--- src/rtl/divider_pkg.sv ---
// Shared definitions for the iterative divider.
//   DIV_W   : operand / quotient width
//   CNT_W   : iteration counter width
//   state_t : controller states (IDLE, BUSY, DONE)
package divider_pkg;

    localparam int DIV_W = 4;
    localparam int CNT_W = $clog2(DIV_W);

    typedef enum logic [1:0] {
        IDLE = 2'd0,
        BUSY = 2'd1,
        DONE = 2'd2
    } state_t;

endpackage

--- src/rtl/divider_step.sv ---
// One restoring shift-subtract step of the divider (purely combinational).
// Ports:
//   rem_i  : current partial remainder
//   bit_i  : next dividend bit, shifted in at the LSB
//   div_i  : divisor
//   rem_o  : updated partial remainder
//   qbit_o : quotient bit produced by this step
module divider_step
    import divider_pkg::*;
(
    input  logic [DIV_W-1:0] rem_i,
    input  logic             bit_i,
    input  logic [DIV_W-1:0] div_i,
    output logic [DIV_W-1:0] rem_o,
    output logic             qbit_o
);

    // One bit wider than the operands so the shifted remainder never overflows.
    logic [DIV_W:0] shifted;
    logic           ge;

    assign shifted = {rem_i, bit_i};
    assign ge      = (shifted >= {1'b0, div_i});
    assign qbit_o  = ge;
    // When the subtraction happens the difference is known to fit in DIV_W bits
    // (except for divide-by-zero, where the truncated value is never observable).
    assign rem_o   = ge ? DIV_W'(shifted - {1'b0, div_i}) : shifted[DIV_W-1:0];

endmodule

--- src/rtl/divider_iterative_division_0_next.sv ---
// Unsigned 4-bit restoring divider behind ready/valid channels.
// One quotient bit per cycle, MSB first; one division in flight at a time.
// Ports:
//   clk, rst             : rising-edge clock, synchronous active-high reset
//   divider__lhs/_vld/_rdy : dividend channel
//   divider__rhs/_vld/_rdy : divisor channel
//   divider__result/_vld/_rdy : quotient channel
// Divide by zero yields 4'hF with normal latency; no error flag.
module divider_iterative_division_0_next
    import divider_pkg::*;
(
    input  logic             clk,
    input  logic             rst,
    input  logic [DIV_W-1:0] divider__lhs,
    input  logic             divider__lhs_vld,
    output logic             divider__lhs_rdy,
    input  logic [DIV_W-1:0] divider__rhs,
    input  logic             divider__rhs_vld,
    output logic             divider__rhs_rdy,
    output logic [DIV_W-1:0] divider__result,
    output logic             divider__result_vld,
    input  logic             divider__result_rdy
);

    state_t           state_q, state_d;
    logic [CNT_W-1:0] cnt_q,   cnt_d;
    logic [DIV_W-1:0] quo_q,   quo_d;
    logic [DIV_W-1:0] rem_q,   rem_d;
    logic [DIV_W-1:0] dvd_q,   dvd_d;
    logic [DIV_W-1:0] dvs_q,   dvs_d;

    logic [DIV_W-1:0] step_rem;
    logic             step_qbit;
    logic             accept;

    divider_step u_step (
        .rem_i  (rem_q),
        .bit_i  (dvd_q[cnt_q]),
        .div_i  (dvs_q),
        .rem_o  (step_rem),
        .qbit_o (step_qbit)
    );

    // Both operands must be valid together; a lone valid consumes nothing.
    assign accept = (state_q == IDLE) && divider__lhs_vld && divider__rhs_vld;

    always_comb begin
        state_d = state_q;
        cnt_d   = cnt_q;
        quo_d   = quo_q;
        rem_d   = rem_q;
        dvd_d   = dvd_q;
        dvs_d   = dvs_q;
        case (state_q)
            IDLE: begin
                if (accept) begin
                    dvd_d   = divider__lhs;
                    dvs_d   = divider__rhs;
                    rem_d   = '0;
                    quo_d   = '0;
                    cnt_d   = CNT_W'(DIV_W - 1);
                    state_d = BUSY;
                end
            end
            BUSY: begin
                rem_d        = step_rem;
                quo_d[cnt_q] = step_qbit;
                cnt_d        = cnt_q - 1'b1;
                if (cnt_q == '0) begin
                    state_d = DONE;
                end
            end
            DONE: begin
                if (divider__result_rdy) begin
                    state_d = IDLE;
                end
            end
            default: state_d = IDLE;
        endcase
    end

    // Control and quotient: cleared by reset so an aborted division leaves nothing behind.
    always_ff @(posedge clk) begin
        if (rst) begin
            state_q <= IDLE;
            cnt_q   <= '0;
            quo_q   <= '0;
        end else begin
            state_q <= state_d;
            cnt_q   <= cnt_d;
            quo_q   <= quo_d;
        end
    end

    // Datapath: always reloaded on accept, so no reset needed.
    always_ff @(posedge clk) begin
        rem_q <= rem_d;
        dvd_q <= dvd_d;
        dvs_q <= dvs_d;
    end

    assign divider__lhs_rdy    = (state_q == IDLE) && !rst;
    assign divider__rhs_rdy    = (state_q == IDLE) && !rst;
    assign divider__result_vld = (state_q == DONE) && !rst;
    assign divider__result     = rst ? '0 : quo_q;

endmodule

--- config.mk ---
export PLATFORM = sky130hd
export DESIGN_NAME = divider_iterative_division_0_next
export DESIGN_NICKNAME = d
export VERILOG_FILES = /design/src/rtl/divider_pkg.sv /design/src/rtl/divider_step.sv /design/src/rtl/divider_iterative_division_0_next.sv
export SDC_FILE = /design/constraint.sdc
export NUM_CORES = 1
export LEC_CHECK = 0
export CORE_MARGIN = 1
export CORE_UTILIZATION = 50
export DETAILED_ROUTE_END_ITERATION = 6
export PLACE_DENSITY_LB_ADDON = 0.05
export SKIP_LAST_GASP = 1
export SLEW_MARGIN = 20
export SYNTH_ARGS = -nofsm -noshare
export SYNTH_HDL_FRONTEND = slang
export SYNTH_SLANG_ARGS = --single-unit
--- constraint.sdc ---
create_clock -name clk -period 3.11 [get_ports clk]
set_clock_uncertainty 0.15 [all_clocks]
set_input_delay 0.622 -clock clk [delete_from_list [all_inputs] [get_ports clk]]
set_output_delay 0.622 -clock clk [all_outputs]
set_load 0.03 [all_outputs]
### Yosys cells after proc, flatten, opt, wreduce, memory -nomap -nowiden

Cells that the tools add are included.

| word-level totals | value |
|---|---|
| bits in registers | 20 |
| bits of input ports | 13 |
| output and inout bits | 7 |

| cells by class | value |
|---|---|
| add/subtract/negate cells | 2 |
| order comparisons | 3 |
| equal/unequal tests | 5 |
| multiplexer cells | 16 |
| reductions and logical operators | 12 |

Operator list:

| kind | number |
|---|---|
| case mux 4 bit (2 select lines) | 2 |
| two-way mux 4 bit | 3 |
| two-way mux 2 bit | 4 |
| inequality test 2 bit (second input constant) | 3 |
| case mux 2 bit (3 select lines) | 1 |
| greater-or-equal comparator 5 x 4 -> 1 bit | 1 |
| logical AND 1 bit | 5 |
| bitwise mux 4 bit | 1 |
| logical NOT 2 bit | 2 |
| case mux 2 bit (2 select lines) | 1 |
| AND reduction 2 bit | 2 |
| subtractor 4 bit | 1 |
| < comparator 2 x 3 -> 1 bit (second input constant) | 1 |
| AND reduction 3 bit | 1 |
| binary-select mux 1 bit (select 2 bit) | 1 |
| demux 1 bit (select 2 bit) | 1 |
| equality test 2 x 1 -> 1 bit (second input constant) | 1 |
| equality test 2 bit (second input constant) | 1 |
| greater-or-equal comparator 2 x 1 -> 1 bit (second input constant) | 1 |
| two-way mux 1 bit | 2 |
| nonzero test 2 bit | 1 |
| subtractor 2 x 1 -> 2 bit (second input constant) | 1 |
| logical NOT 1 bit | 1 |

### Depth between registers and ports, before layout

Gate-level depths: netlist (run 1).

| depth | value |
|---|---|
| depth in word-level cells | 6 |
| mapped depth | 7 |
| gate-level depth less buffers | 7 |

### Cells and area by module

From an unflattened synthesis (run 1), not the netlist that was laid out.

| second synthesis, totals | value |
|---|---|
| cell total of the unflattened synthesis | 98 |
| area total of the unflattened synthesis | 1097.3 um2 |

Modules (own cells, without submodules):

| module | times used | cells each | area each (um2) | sequential area each (um2) |
|---|---|---|---|---|
| divider_iterative_division_0_next | 1 | 70 | 889.6 | 520.5 |
| divider_step | 1 | 28 | 207.7 | 0.0 |

### Least setup slack after synthesis (run 1)

OpenSTA, ideal clock, no wires.

| timing path | value |
|---|---|
| path kind | input to output |
| from | input rst |
| to | output divider__rhs_rdy |
| arrival | 1.814 ns |
| setup slack | 0.524 ns |
| stages | 3 |
| path through | clkbuf_1 -> nor3_1 -> buf_4 |

| between the ends | value |
|---|---|
| word-level cells in the longest chain between the ends | 2 |

RTL lines:

| what | RTL line | source |
|---|---|---|
| from (decl) | divider_iterative_division_0_next.sv:13 | `input logic rst,` |
| logical NOT 1 bit | - |  |
| logical AND 1 bit | - |  |
| to (decl) | divider_iterative_division_0_next.sv:19 | `output logic divider__rhs_rdy,` |

Every way passes these cells.

### Worst setup path after layout (run 1)

| timing path | value |
|---|---|
| from | input rst |
| to | output divider__result[1] |

| between the ends | value |
|---|---|
| word-level cells in the longest chain between the ends | 1 |

RTL lines:

| what | RTL line | source |
|---|---|---|
| two-way mux 4 bit | divider_iterative_division_0_next.sv:105 | `assign divider__result = rst ? '0 : quo_q;` |
| to (decl) | divider_iterative_division_0_next.sv:20 | `output logic [DIV_W-1:0] divider__result,` |

Every way passes these cells.

==> flow_metrics.py, run 1 <==
metrics = {
    "critical_path": {
        "cp_common_cell": "clkdlybuf4s50_1",
        "crit_fanout": 7,
        "cp.arrival_ns": 2.08,
        "cp-end-kind": "output port",
        "crit_path_top_delay_cell": "clkdlybuf4s50_1",
        "rrSetupSlack_ns": 0.45,
        "critical_path.top_delay_family": "buffers and inverters",
        "crit_path_max_incr_delay_ns": 0.67,
        "cp_cell_sequence": "clkdlybuf4s50_1 > buf_4 > nor2b_1 > clkdlybuf4s50_1",
        "critPathKind": "in -> out",
        "cp.buffers_inverters": 3,
        "worstPathRequired_ns": 2.34,
        "cp-start-kind": "input port",
    },
    "clocking": {
        "cts_tree": "yes",
        "cts_root_buffer": "clkbuf_4",
        "clkLatencyLatePin_ns": 0.30,
        "ctsHoldBuffers": 0,
        "post_cts_buffers": 0,
        "cts_resized": 0,
        "clk_path_buf_depth": 2,
        "h-tree-depth": 1,
        "cts_buffers": 3,
        "numClockSinks": 20,
        "clk_pin_slew_ns": 0.10,
    },
    "yosys": {
        "syn_inst": 105,
        "synth.avg_cell_area_um2": 10.55,
        "ys.warnings.count": 0,
        "synth_fp_nets": 127,
        "synth-edff-count": 12,
        "async_flop_share": 0,
        "ys_seq_area_frac": 0.4701,
        "ys_types": 33,
        "dominantRegCellSynth": "edfxtp_1",
        "synth-seq-cells": 20,
        "netlist_area_um2": 1107,
    },
    "placed_design": {
        "io_buffers": 19,
        "hpwl_um": 1474,
        "preCtsSetupSlack_ns": 0.2535,
        "gp_congestion": 0.8260,
        "placed_area_um2": 1319,
    },
    "power": {
        "p_int_mw": 0.4127,
        "switching_power_mw": 0.1579,
        "clkPwrFrac": 0.220,
        "p_seq_frac": 0.544,
        "swShare": 0.2767,
        "combPwrFrac": 0.236,
        "power_density_nw_per_um2": 424.2,
        "power_mw": 0.5705,
        "vdd_ir_drop_max_v": 0.0003544,
        "p_leak_nw": 0.5016,
    },
    "sta": {
        "fin_ws_ns": 0.2545,
        "slew_violations": 0,
        "period_minus_slack_ns": 2.855,
        "rsz0062_at_grt": "no",
        "final-hold-violation-count": 0,
        "hold_slack_ns": 0.3329,
        "slew_headroom": 0.6770,
        "setup_violations": 0,
        "worstMarginPinSlew_ns": 0.4835,
        "tns_ns": 0,
        "post-route-period-util": 0.9182,
        "clock.fmax_mhz": 350.2,
    },
    "floorplan": {
        "dieArea_um2": 2407,
        "io-pin-count": 20,
        "dieWidth_um": 49.06,
        "core_um2": 2022,
        "initial_core_util": 0.5476,
        "num_rows": 16,
        "die_h_um": 49.06,
    },
    "finish": {
        "area_delta_synth_final_pct": 21.47,
        "final_cell_mix": "clkdlybuf4s50_1 (19), edfxtp_1 (12), inv_1 (9)",
        "diodes": 0,
        "multi_input_area_um2": 525.5,
        "n_fill_cell": 157,
        "drive_gt1_frac": 0.07143,
        "design_area_um2": 1345,
        "seq_area_um2": 520.5,
        "layout.nets": 149,
        "layout_commonest_cell": "clkdlybuf4s50_1",
    },
    "global_routing": {
        "grt.busiest_layer": "met2",
        "met2_usage": 0.2922,
        "grt_pass1_vias": 810,
        "grtUsageTotal": 0.1800,
        "antenna_found_initial": 0,
        "grt_pass1_wl_um": 3312,
        "grt_overflow": 0,
        "use_met3": 0.02492,
        "grt_use_met1": 0.2283,
        "grt_max_degree": 12,
    },
    "routing": {
        "finalWirelength_um": 1891,
        "drtAntennaViolNets": 0,
        "route.detailed.drc": 0,
        "routed_via_density": 5.307,
        "vias": 812,
        "wl_per_cell_um": 12.36,
        "drtIter0Drc": 20,
        "firstDrtPassIters": 4,
    },
    "status": {
        "status": "complete, no violations",
    },
    "run": {
        "max_cap_violations": 0,
    },
    "worst_hold_path": {
        "min_path_type": "reg -> reg",
    },
}
[flip-flops by register name, summed over array words and instances (netlist names)]
register,count
dvd_q,4
dvs_q,4
cnt_q,2
quo_q,4
state_q,2
rem_q,4
[power by group through the flow]
stage	clock [mW]	sequential (mW)	combinational, mW
2_1_floorplan	0	0.313	0.0977
3_3_place_gp	0	0.316	0.130
3_5_place_dp	0	0.316	0.135
4_1_cts	0.129	0.310	0.136
5_1_grt	0.137	0.313	0.150
6_report	0.125	0.310	0.135
[cell type report]
| type | count | area share |
|---|---|---|
| Clock buffer | 4 | 0.01953 |
| Inverter | 9 | 0.02512 |
| Multi-Input combinational cell | 72 | 0.3907 |
| Timing Repair Buffer | 21 | 0.1526 |
| Tap cell | 27 | 0.02512 |
| Sequential cell | 20 | 0.3870 |
[worst min-delay path, delay by kind of cell (launching register included)]
family	cells	cell delay, ns
and+or+nand+nor	1	0.06
DFF	1	0.32
AOI/OAI and AO/OA	1	0.06
[through the flow]
step,utilization,instances
floorplan,-,105
global placement,0.6522,149
detailed placement,0.6522,149
CTS,0.6652,153
global route,0.6652,153
finish,0.6652,153
[worst paths after layout]
path                            startpoint                  to  cells past startpoint
worst max-delay path                   rst  divider__result[1]                      4
worst min-delay path              quo_q[3]            quo_q[3]                      2
worst max register to register    cnt_q[0]            rem_q[2]                      7
worst min register to register    quo_q[3]            quo_q[3]                      2
[kinds of logic (layout without fill, tap and decap cells)]
family          after synthesis  count (layout)  share of synthesized area
xor+xnor                      1               1                   0.007911
mux                           1               1                    0.02034
buf+inv                      13              34                    0.05536
compound gates               23              23                     0.1503
fa+ha+maj                     9               9                     0.1085
simple gates                 38              38                     0.1876
flops                        20              20                     0.4701
[cell usage after synthesis, types with 3 or more instances]
| cell | instances | area share |
|---|---|---|
| edfxtp_1 | 12 | 0.33 |
| inv_1 | 9 | 0.031 |
| dfxtp_1 | 8 | 0.14 |
| ha_1 | 8 | 0.090 |
| nor2_1 | 8 | 0.027 |
| a21oi_1 | 7 | 0.032 |
| nor2b_1 | 7 | 0.040 |
| nand2_1 | 6 | 0.020 |
| o21ai_0 | 4 | 0.018 |
| or3_1 | 4 | 0.023 |
| a211oi_1 | 3 | 0.020 |
| nand3_1 | 3 | 0.014 |
| nor3b_1 | 3 | 0.020 |
[per-layer routing]
layer  vias to the layer above  routed length, µm
met5                         -                  0
met4                         0                 33
met3                         4                 90
met2                        27                868
met1                       365                898
li1                        416                  -
(Power assumes the default switching activity.)
==> inputs of run 2 (changes only) <==
- CTS_CLUSTER_SIZE: default -> 20
==> results of run 2 <==
Same layout as run 1: the final DEF is identical, and so are final timing and power.
==> inputs of run 3 (changes only) <==
- SYNTH_HIERARCHICAL: default -> 1
==> run 3 against run 2 <==
Against the previous run: global-route usage rose by 1.9 points; wire length rose by 2.6%; critical endpoint is now divider__rhs_rdy; critical path type unchanged; setup slack worse by 0.014 ns; hold slack lost 0.0051 ns; synthesized cell count fell by 6.7%; non-clock buffer count fell by 1.
==> flow_metrics.py, run 3 <==
metrics = {
    "critical_path": {
        "cp_common_cell": "clkdlybuf4s50_1",
        "cp-start-kind": "input port",
        "cp.arrival_ns": 2.10,
        "r2r_end": "rem_q[2]",
        "rrSetupSlack_ns": 0.51,
        "cp.buffers_inverters": 2,
        "cp-end-kind": "output port",
        "crit_path_max_incr_delay_ns": 0.71,
        "r2r_cells": 8,
        "cp_cell_sequence": "clkdlybuf4s50_1 > nor3_1 > clkdlybuf4s50_1",
        "critPathKind": "in -> out",
        "critical_path.top_delay_family": "buffers and inverters",
        "reg2reg_from": "cnt_q[0]",
        "worstPathRequired_ns": 2.34,
        "crit_fanout": 7,
        "crit_path_top_delay_cell": "clkdlybuf4s50_1",
    },
    "sta": {
        "final-hold-violation-count": 0,
        "hold_slack_ns": 0.3278,
        "clock.fmax_mhz": 348.5,
        "worstMarginPinSlew_ns": 0.3040,
        "tns_ns": 0,
        "post-route-period-util": 0.9227,
        "period_minus_slack_ns": 2.870,
        "setup_violations": 0,
        "fin_ws_ns": 0.2403,
        "slew_headroom": 0.7967,
        "rsz0062_at_grt": "no",
        "slew_violations": 0,
    },
    "finish": {
        "area_delta_synth_final_pct": 20.75,
        "final_cell_mix": "clkdlybuf4s50_1 (19), edfxtp_1 (12)",
        "final_cells": 145,
        "final_util": 0.6553,
        "drive_gt1_frac": 0.1102,
        "diodes": 0,
        "layout_commonest_cell": "clkdlybuf4s50_1",
        "design_area_um2": 1325,
        "layout.nets": 141,
    },
    "yosys": {
        "ys_seq_area_frac": 0.4743,
        "synth_most_common_cell": "edfxtp_1",
        "synth_xor_area_frac": 0.007982,
        "synth-edff-count": 12,
        "ys_types": 32,
        "netlist_area_um2": 1097,
        "synth-seq-cells": 20,
        "synth_top_family_by_area": "simple AND/OR/NAND/NOR gates",
        "ys.warnings.count": 6,
        "synth_fp_nets": 120,
        "async_flop_share": 0,
        "synth_largest_area_cell": "edfxtp_1",
        "synthAdderAreaFrac": 0.1095,
        "yosys.area_share.simple": 0.2281,
        "synth-compound-area-share": 0.06727,
        "synth.avg_cell_area_um2": 11.20,
        "synthTopCellsByArea": "edfxtp_1 (33%), dfxtp_1 (15%), ha_1 (9.1%)",
        "syn_inst": 98,
        "muxShareOfSynthArea": 0.05245,
        "dominantRegCellSynth": "edfxtp_1",
        "synth_top_area_frac": 0.3284,
    },
    "routing": {
        "finalWirelength_um": 1941,
        "drtAntennaViolNets": 0,
        "vias": 764,
        "route.detailed.drc": 0,
        "routed_via_density": 5.269,
        "firstDrtPassIters": 4,
        "drtIter0Drc": 21,
        "wl_per_cell_um": 13.39,
    },
    "placed_design": {
        "io_buffers": 19,
        "preCtsSetupSlack_ns": 0.2246,
        "gp_congestion": 0.7243,
        "dp_cells": 141,
        "hpwl_um": 1489,
        "placed_area_um2": 1299,
    },
    "global_routing": {
        "grtUsageTotal": 0.1988,
        "grt_max_degree": 14,
        "grt_overflow": 0,
        "antenna_found_initial": 0,
        "grt_pass1_wl_um": 3429,
        "grt_pass1_vias": 759,
    },
    "floorplan": {
        "initial_core_util": 0.5427,
        "num_rows": 16,
        "io-pin-count": 20,
        "core_um2": 2022,
        "die_h_um": 48.85,
        "dieWidth_um": 48.85,
        "dieArea_um2": 2386,
    },
    "clocking": {
        "post_cts_buffers": 0,
        "numClockSinks": 20,
        "clk_pin_slew_ns": 0.10,
        "ctsHoldBuffers": 0,
        "h-tree-depth": 1,
        "cts_buffers": 3,
        "cts_root_buffer": "clkbuf_4",
        "cts_tree": "yes",
        "cts_resized": 0,
        "clk_path_buf_depth": 2,
        "clkLatencyLatePin_ns": 0.30,
    },
    "power": {
        "p_leak_nw": 0.4919,
        "power_density_nw_per_um2": 432.0,
        "clkPwrFrac": 0.223,
        "p_seq_frac": 0.543,
        "power_mw": 0.5725,
        "p_int_mw": 0.4153,
        "switching_power_mw": 0.1571,
        "combPwrFrac": 0.234,
        "vdd_ir_drop_max_v": 0.0002908,
        "swShare": 0.2745,
    },
    "worst_hold_path": {
        "min_path_type": "reg -> reg",
        "hold_end": "quo_q[2]",
        "hp-start": "quo_q[2]",
        "hold_depth": 2,
    },
    "status": {
        "status": "complete, no violations",
    },
    "run": {
        "max_cap_violations": 0,
    },
}
run 3: how the worst max path moves through the flow:
stage / to / start / cells after the start
4_1_cts: divider__rhs_rdy / rst / 3
2_1_floorplan: divider__rhs_rdy / rst / 3
6_report: divider__rhs_rdy / rst / 3
3_3_place_gp: divider__lhs_rdy / rst / 3
3_5_place_dp: divider__lhs_rdy / rst / 3
5_1_grt: divider__result_vld / rst / 3
run 3: kinds of logic (layout without fill, tap and decap cells):
logic type / Yosys count / count (layout)
multiplexers: 4 / 4
buffers and inverters: 13 / 33
XOR/XNOR: 1 / 1
flip-flops: 20 / 20
AND/OR/NAND/NOR: 39 / 39
adder cells (fa/ha/maj): 9 / 9
AO/OA/AOI/OAI: 12 / 12
run 3: per-layer routing:
| layer | up-vias | GRT usage | part of all wire |
|---|---|---|---|
| met5 | - | 0 | 0 |
| met4 | 0 | 0.1225 | 0.029 |
| met3 | 6 | 0.04984 | 0.036 |
| met2 | 23 | 0.3102 | 0.49 |
| met1 | 353 | 0.2469 | 0.44 |
| li1 | 382 | - | - |
run 3: power by group through the flow:
stage	clock (mW)	combinational [mW]	sequential, mW
after floorplan	0	0.0996	0.311
after global placement	0	0.130	0.316
after detailed placement	0	0.135	0.317
after CTS	0.136	0.135	0.311
after global routing	0.147	0.147	0.314
final	0.128	0.134	0.311
run 3: tightest hold or removal path, delay by kind of cell, from the launching register on:
| family | cells | cell delay [ns] |
|---|---|---|
| compound gates | 1 | 0.06 |
| flops | 1 | 0.32 |
| simple gates | 1 | 0.06 |
run 3: area by class of cell:
type	count	area [µm²]
Fill cell	172	696.9
Sequential cell	20	520.5
Clock buffer	4	26.28
Timing Repair Buffer	20	197.7
Multi-Input combinational cell	65	510.5
Tap cell	27	33.78
Inverter	9	36.28
